`src/rtl/instr_cache_ctrl.sv`:
```
// rtl/instr_cache_ctrl.sv - direct-mapped instruction cache with single-block refill FSM
module instr_cache_ctrl #(
    parameter int INDEX_BITS = 3,
    parameter int TAG_BITS   = 28 - INDEX_BITS
) (
    input  logic         clock,
    input  logic         reset,
    input  logic         cpu_read,
    input  logic [31:0]  cpu_address,
    output logic [31:0]  cpu_readdata,
    output logic         cpu_busywait,
    input  logic         flush,
    output logic         mem_read,
    output logic [27:0]  mem_address,
    input  logic [127:0] mem_readdata,
    input  logic         mem_busywait
);
    localparam int LINES = 1 << INDEX_BITS;

    typedef enum logic [1:0] {IDLE, MEM_READ, UPDATE} state_t;

    state_t r_state, w_next_state;

    logic [LINES-1:0]    r_valid;
    logic [TAG_BITS-1:0] r_tag  [LINES];
    logic [127:0]        r_data [LINES];
    logic [27:0]         r_mem_address;
    logic                r_flush_pend;

    logic [1:0]            w_offset;
    logic [INDEX_BITS-1:0] w_index;
    logic [TAG_BITS-1:0]   w_tag;
    logic                  w_hit;
    logic                  w_miss;
    logic [INDEX_BITS-1:0] w_fill_index;
    logic [TAG_BITS-1:0]   w_fill_tag;

    assign w_offset     = cpu_address[3:2];
    assign w_index      = cpu_address[4 +: INDEX_BITS];
    assign w_tag        = cpu_address[31 -: TAG_BITS];
    assign w_hit        = cpu_read & r_valid[w_index] & (r_tag[w_index] == w_tag);
    assign w_miss       = cpu_read & ~w_hit;
    assign w_fill_index = r_mem_address[INDEX_BITS-1:0];
    assign w_fill_tag   = r_mem_address[27 -: TAG_BITS];

    assign cpu_readdata = r_data[w_index][{w_offset, 5'b0} +: 32];
    assign cpu_busywait = w_miss | (r_state != IDLE);
    assign mem_address  = r_mem_address;

    always_ff @(posedge clock) begin
        if (reset) begin
            r_state <= IDLE;
        end else begin
            r_state <= w_next_state;
        end
    end

    always_comb begin
        w_next_state = r_state;
        mem_read     = 1'b0;
        case (r_state)
            IDLE: begin
                if (w_miss && !flush) begin
                    w_next_state = MEM_READ;
                end
            end
            MEM_READ: begin
                mem_read = 1'b1;
                if (!mem_busywait) begin
                    w_next_state = UPDATE;
                end
            end
            UPDATE: begin
                w_next_state = IDLE;
            end
            default: begin
                w_next_state = IDLE;
            end
        endcase
    end

    // A flush seen mid-refill wins over the install, so the new line also ends up invalid.
    always_ff @(posedge clock) begin
        if (reset) begin
            r_valid       <= '0;
            r_flush_pend  <= 1'b0;
            r_mem_address <= '0;
        end else begin
            case (r_state)
                IDLE: begin
                    if (flush) begin
                        r_valid <= '0;
                    end else if (w_miss) begin
                        r_mem_address <= {w_tag, w_index};
                    end
                end
                MEM_READ: begin
                    if (flush) begin
                        r_flush_pend <= 1'b1;
                    end
                end
                UPDATE: begin
                    if (r_flush_pend || flush) begin
                        r_valid <= '0;
                    end else begin
                        r_valid[w_fill_index] <= 1'b1;
                    end
                    r_flush_pend <= 1'b0;
                end
                default: begin
                    r_flush_pend <= 1'b0;
                end
            endcase
        end
    end

    always_ff @(posedge clock) begin
        if (!reset && r_state == UPDATE) begin
            r_tag[w_fill_index]  <= w_fill_tag;
            r_data[w_fill_index] <= mem_readdata;
        end
    end
endmodule

```
`config.mk`:
```
export PLATFORM = sky130hd
export DESIGN_NAME = instr_cache_ctrl
export DESIGN_NICKNAME = d
export VERILOG_FILES = /design/src/rtl/instr_cache_ctrl.sv
export SDC_FILE = /design/constraint.sdc
export NUM_CORES = 1
export LEC_CHECK = 0
export BUFFER_PORTS_ARGS = -buffer_cell sky130_fd_sc_hd__clkbuf_2
export CORE_MARGIN = 4
export CORE_UTILIZATION = 56
export DETAILED_ROUTE_END_ITERATION = 8
export PLACE_DENSITY_LB_ADDON = 0.05
export SYNTH_ARGS = -nofsm -noshare
export SYNTH_HDL_FRONTEND = slang
export SYNTH_SLANG_ARGS = --single-unit
```
`constraint.sdc`:
```
create_clock -name clock -period 34 [get_ports clock]
set_clock_uncertainty 0.05 [all_clocks]
set_input_delay 3.4 -clock clock [delete_from_list [all_inputs] [get_ports clock]]
set_output_delay 3.4 -clock clock [all_outputs]
set_load 0.05 [all_outputs]
```
== Yosys cells after proc, flatten, opt, wreduce, memory -nomap -nowiden ==
Memory sizes are Yosys's and may differ from the RTL's.
Index checks and enable logic that the tools add are counted.
Word-level totals
  bits in latches: 0
  flip-flop bits (word level): 39
  word-level logic and storage cells: 53
  memories: 2
  memory bits (read-only): 0
  bits in writable memories: 1224
  input bits: 165
  output and inout bits: 62
Memory list
  r_data: depth 8, width 128, read ports 1, clocked after Yosys merged registers in 0, write ports 1, RTL line 26  | logic [127:0] r_data [LINES];
  r_tag: depth 8, width 25, read ports 1, clocked after Yosys merged registers in 0, write ports 1, RTL line 25  | logic [TAG_BITS-1:0] r_tag [LINES];
Operators by class
  multiply operators: 0
  divide/modulo/power cells: 0
  multiplexer cells: 15
  add/sub/neg operators: 0
  shift operators: 1
  $lt $le $gt $ge: 3
  equal/unequal tests: 7
  bitwise gates (word level): 8
  reductions and logical operators: 13
Operators with widths (number)
  $shiftx A128 B8 Y32: 1
  $eq A25 B25 Y1: 1
  $mux W8: 2
  $pmux W8 S2: 1
  $lt A3 B4 Y1 const B: 2
  $ne A2 B2 Y1 const B: 4
  $or A8 B8 Y8: 1
  $mux W1: 6
  $reduce_and A2 Y1: 3
  $mux W2: 2
  $pmux W2 S2: 1
  $reduce_bool A2 Y1: 2
  $and A1 B1 Y1: 3
  $bmux W1 S3: 1
  $demux W1 S3: 1
  $ge A3 B1 Y1 const B: 1
  $logic_and A1 B1 Y1: 3
  $not A1 Y1: 3
  $reduce_and A3 Y1: 1
  $eq A2 B1 Y1 const B: 1
  $eq A2 B2 Y1 const B: 1
  $logic_not A1 Y1: 2
  $logic_not A2 Y1: 1
  $pmux W1 S2: 1
  other kinds (2): 2

== Logic depth before layout (Yosys ltp) ==
  word-level depth: 9
  gate-level depth with buffers: 14
  gate-level depth less buffers: 8

== Worst setup path before layout ==
No wires, ideal clock.
  path kind: input to register
  start point: in reset
  end point: mem r_data[0][0], enable pin
  required time: 33.097 ns
  path slack: 18.971 ns
  stages on the path: 2
  path buffers: 0
  setup time: 0.853 ns
  data arrival time: 14.126 ns
  cell sequence: or3_1 > nor3_1
On the way
  cells in the longest elaborated chain, start to end: 4
Ends and longest elaborated chain
  from (decl): RTL line 7  | input logic reset,
  $logic_not A1 Y1: RTL line 118  | if (!reset && r_state == UPDATE) begin
  $logic_and A1 B1 Y1: RTL line 118
  $mux W1: RTL line 118
  $mux W1 (implied by the code): RTL line 120  | r_data[w_fill_index] <= mem_readdata;
  to (decl): RTL line 26
No other way between the ends.

== Final worst setup path ==
  start point: in cpu_address[4]
  end point: out cpu_readdata[14]
On the way
  cells in the longest elaborated chain, start to end: 2
Ends and longest elaborated chain
  from (decl): RTL line 9  | input logic [31:0] cpu_address,
  $mem_v2 Z8 W128
  $shiftx A128 B8 Y32: RTL line 46  | assign cpu_readdata = r_data[w_index][{w_offset, 5'b0} +: 32];
  to (decl): RTL line 10  | output logic [31:0] cpu_readdata,
No other way between the ends.

==> results.md <==
- Worst path arrival time: 7.62 ns
- Unrepaired setup endpoints after global routing: no
- Max frequency: 90.3 MHz
- VDD IR-drop max: 42.9 uV
- Post-CTS Resized: 0
- Unique masters post-synth: 37
- Via count: 21500
- Die height: 302 um
- Total Neg Setup Slack: 0 ns
- Avg Inst Size Synth: 24.1 um2
- Sequential fraction of the synthesis area: 77.7%
- Rel. slew slack: 25.2%
- Fill cells: 5749
- Num ports: 227
- Core box area: 85400 um2
- Die area: 91000 um2
- Total CTS buffers: 130
- TritonCTS Sinks: 1263
- Async set or reset register ratio after synthesis: 0%
- Max_cap viols: 0
- I/O Buffers: 224
- Nets@finish: 2454
- First drt pass iteration count: 5
- Max Transition Viols Final: 0
- Initial Utilization: 56.5%
- Synthesized cell area: 48300 um2
- Largest net degree at the start of global routing: 122
- Fin crit share: 32.6%
- Grt ovf: 0
- WP data required: 30.55 ns
- Period minus WS final: 11.07 ns
- Finished Layout Cells: 3541
- Vias per cell: 6.07
- Vias in the first global route: 23100
- Site Rows: 107
- Final core utilization: 64.2%
- Gp weighted congestion: 0.746
- Crit path launch type: input pin
- Hold Buf Count CTS: 0
- Synth warnings: 0
- CP Buf/Inv Count: 4
- Worst-skew pair later-pin latency: 0.71 ns
- Clock slew at reported path FFs: 0.06 ns
- Power Dens Cells: 58.9 nW/um2
- Share of layout cells above drive strength 1: 35.5%
- CP max-delay cell: buf_4
- Drt total wl: 101000 um
- Die width: 302 um
- First-pass GRT wire length: 150000 um
- Clock Path Buffers: 3
- Max incr delay on CP: 0.91 ns
- Cells after DPL: 3301
- Critical path cell sequence: buf_8, buf_4, buf_4, mux4_2, mux4_2, mux2_2, clkbuf_2
- Gate count of the mapped netlist: 2001
- Synth Net Count: 2166
- Setup repair bufs after CTS: 0
- Residual DRC: 0
- Crit path max-delay family: buffers and inverters
- Crit-path max FO: 62
- Setup crit end kind: primary output
- Static leakage: 0.0177 uW
- Initial antenna violation count: 11
- DR WL/cell: 28.4 um
- Final Hold Vio Count: 0
- Clock root buffer: clkbuf_16
- Final ANT Viol Nets: 0
- HPWL Detailed: 54500 um
- H-tree Lvls: 4
- Synthesized flop and latch total: 1263
- Actual slew at the worst max-slew pin: 1.12 ns
- Critical path class: in2out
- All-Layer GR Usage: 22.7%
- Layout area overhead: 13.5%
- Final setup vio count: 0
- Class of the worst hold path: reg2reg
- CTS tree: built
- 1st-iter DRT viols: 1781
- Status: finished, final reports clean
- Most common flop cell mapped by yosys: edfxtp_1
- EDFF count, synth: 1224
## cells in the mapped netlist (8+ instances only)
| master | n | area share, % |
|---|---|---|
| xor2_1 | 21 | 0.38 |
| mux2_2 | 46 | 1.1 |
| mux4_2 | 353 | 16 |
| dfxtp_1 | 39 | 1.6 |
| nand2b_1 | 61 | 0.79 |
| buf_1 | 11 | 0.086 |
| clkbuf_1 | 47 | 0.37 |
| nor2_1 | 19 | 0.15 |
| mux2i_1 | 65 | 1.3 |
| buf_2 | 36 | 0.37 |
| edfxtp_1 | 1224 | 76 |
| a21oi_1 | 8 | 0.083 |
## worst register-to-register path: cells and delay by family (launching register included)
kind | cells | cell delay [ns]
simple gates | 3 | 1.25
buf+inv | 3 | 2.48
flops | 1 | 0.34
## where the power goes
| part | total, uW | switching (uW) | internal (uW) |
|---|---|---|---|
| registers | 1710 | 5.12 | 1710 |
| clock network | 1350 | 577 | 772 |
| logic | 164 | 98.1 | 66.3 |
| total | 3230 | 680 | 2550 |
## cells in the final DEF (no fill, tap or decap), types with 3 or more instances in the layout
master	Yosys	routed
xor2_1	21	21
nand2_1	6	6
a21oi_1	8	8
diode_2	0	8
clkinv_8	0	7
buf_12	3	3
nor2_1	19	13
mux2_2	46	46
edfxtp_1	1224	1224
nor3_1	5	3
clkbuf_8	0	5
nand4_1	3	3
nor2_4	0	6
nor2b_1	7	7
o22ai_1	7	7
mux2i_1	65	65
clkinv_2	0	22
bufinv_16	0	7
clkbuf_2	0	220
buf_4	3	33
nor4_1	3	3
clkbuf_16	0	130
a221oi_1	7	7
a31oi_1	4	4
clkbuf_1	47	24
dfxtp_1	39	39
inv_6	0	4
clkinv_1	0	28
nand2b_1	61	61
mux4_2	353	353
## path summary, 6_finish.rpt
check	startpoint	end	slack (ns)	cells past startpoint
max	cpu_address[4]	cpu_readdata[14]	22.93	7
min	r_valid[2]$_SDFFE_PP0P_	r_valid[2]$_SDFFE_PP0P_	0.42	2
max reg2reg	r_state[0]$_SDFFE_PP0P_	r_data[1][7]$_DFFE_PP_	29.45	6
min reg2reg	r_valid[2]$_SDFFE_PP0P_	r_valid[2]$_SDFFE_PP0P_	0.42	2
## cell families (layout without fill, tap and decap cells)
family,count (synthesis),after routing,synth area share [%]
flops,1263,1263,77.7
compound gates,34,34,0.492
buf+inv,103,491,1.07
other cells,0,8,0
simple gates,113,113,1.34
mux,465,465,18.9
xor+xnor,23,23,0.417
## routing by layer
| metal | wire, um | global-route usage [%] | up-vias |
|---|---|---|---|
| li1 | - | - | 9167 |
| met1 | 40900 | 31.4 | 11600 |
| met2 | 51600 | 37.7 | 613 |
| met3 | 5310 | 3.80 | 154 |
| met4 | 2690 | 7.44 | 8 |
| met5 | 50 | 0 | - |
## registers in the layout, indices dropped and copies added, names as in the netlist
signal,count
r_data,1024
r_tag,200
mem_address,28
r_valid,8
r_state,2
r_flush_pend,1
## area by class of cell
cell class              instances  area, um2  area share, %
flip-flops and latches       1263      37500           68.5
clock inverters                74        689           1.26
well taps                    1144       1430           2.61
diodes                          8       20.0         0.0365
multi-input cells             635      10300           18.8
repair buffers                259       1450           2.65
clock buffers                 158       3400           6.20
## per-stage QoR
stage	power [uW]	worst slack (ns)	hold slack, ns	cell area [um2]
after CTS	3260	22.69	0.427	54800
after detailed placement	1920	22.68	0.414	50700
after global routing	3340	22.47	0.466	54800
after global placement	1910	22.73	0.395	50700
final	3230	22.93	0.424	54800
after floorplan	1860	18.97	0.381	48300
(Power assumes the default switching activity.)
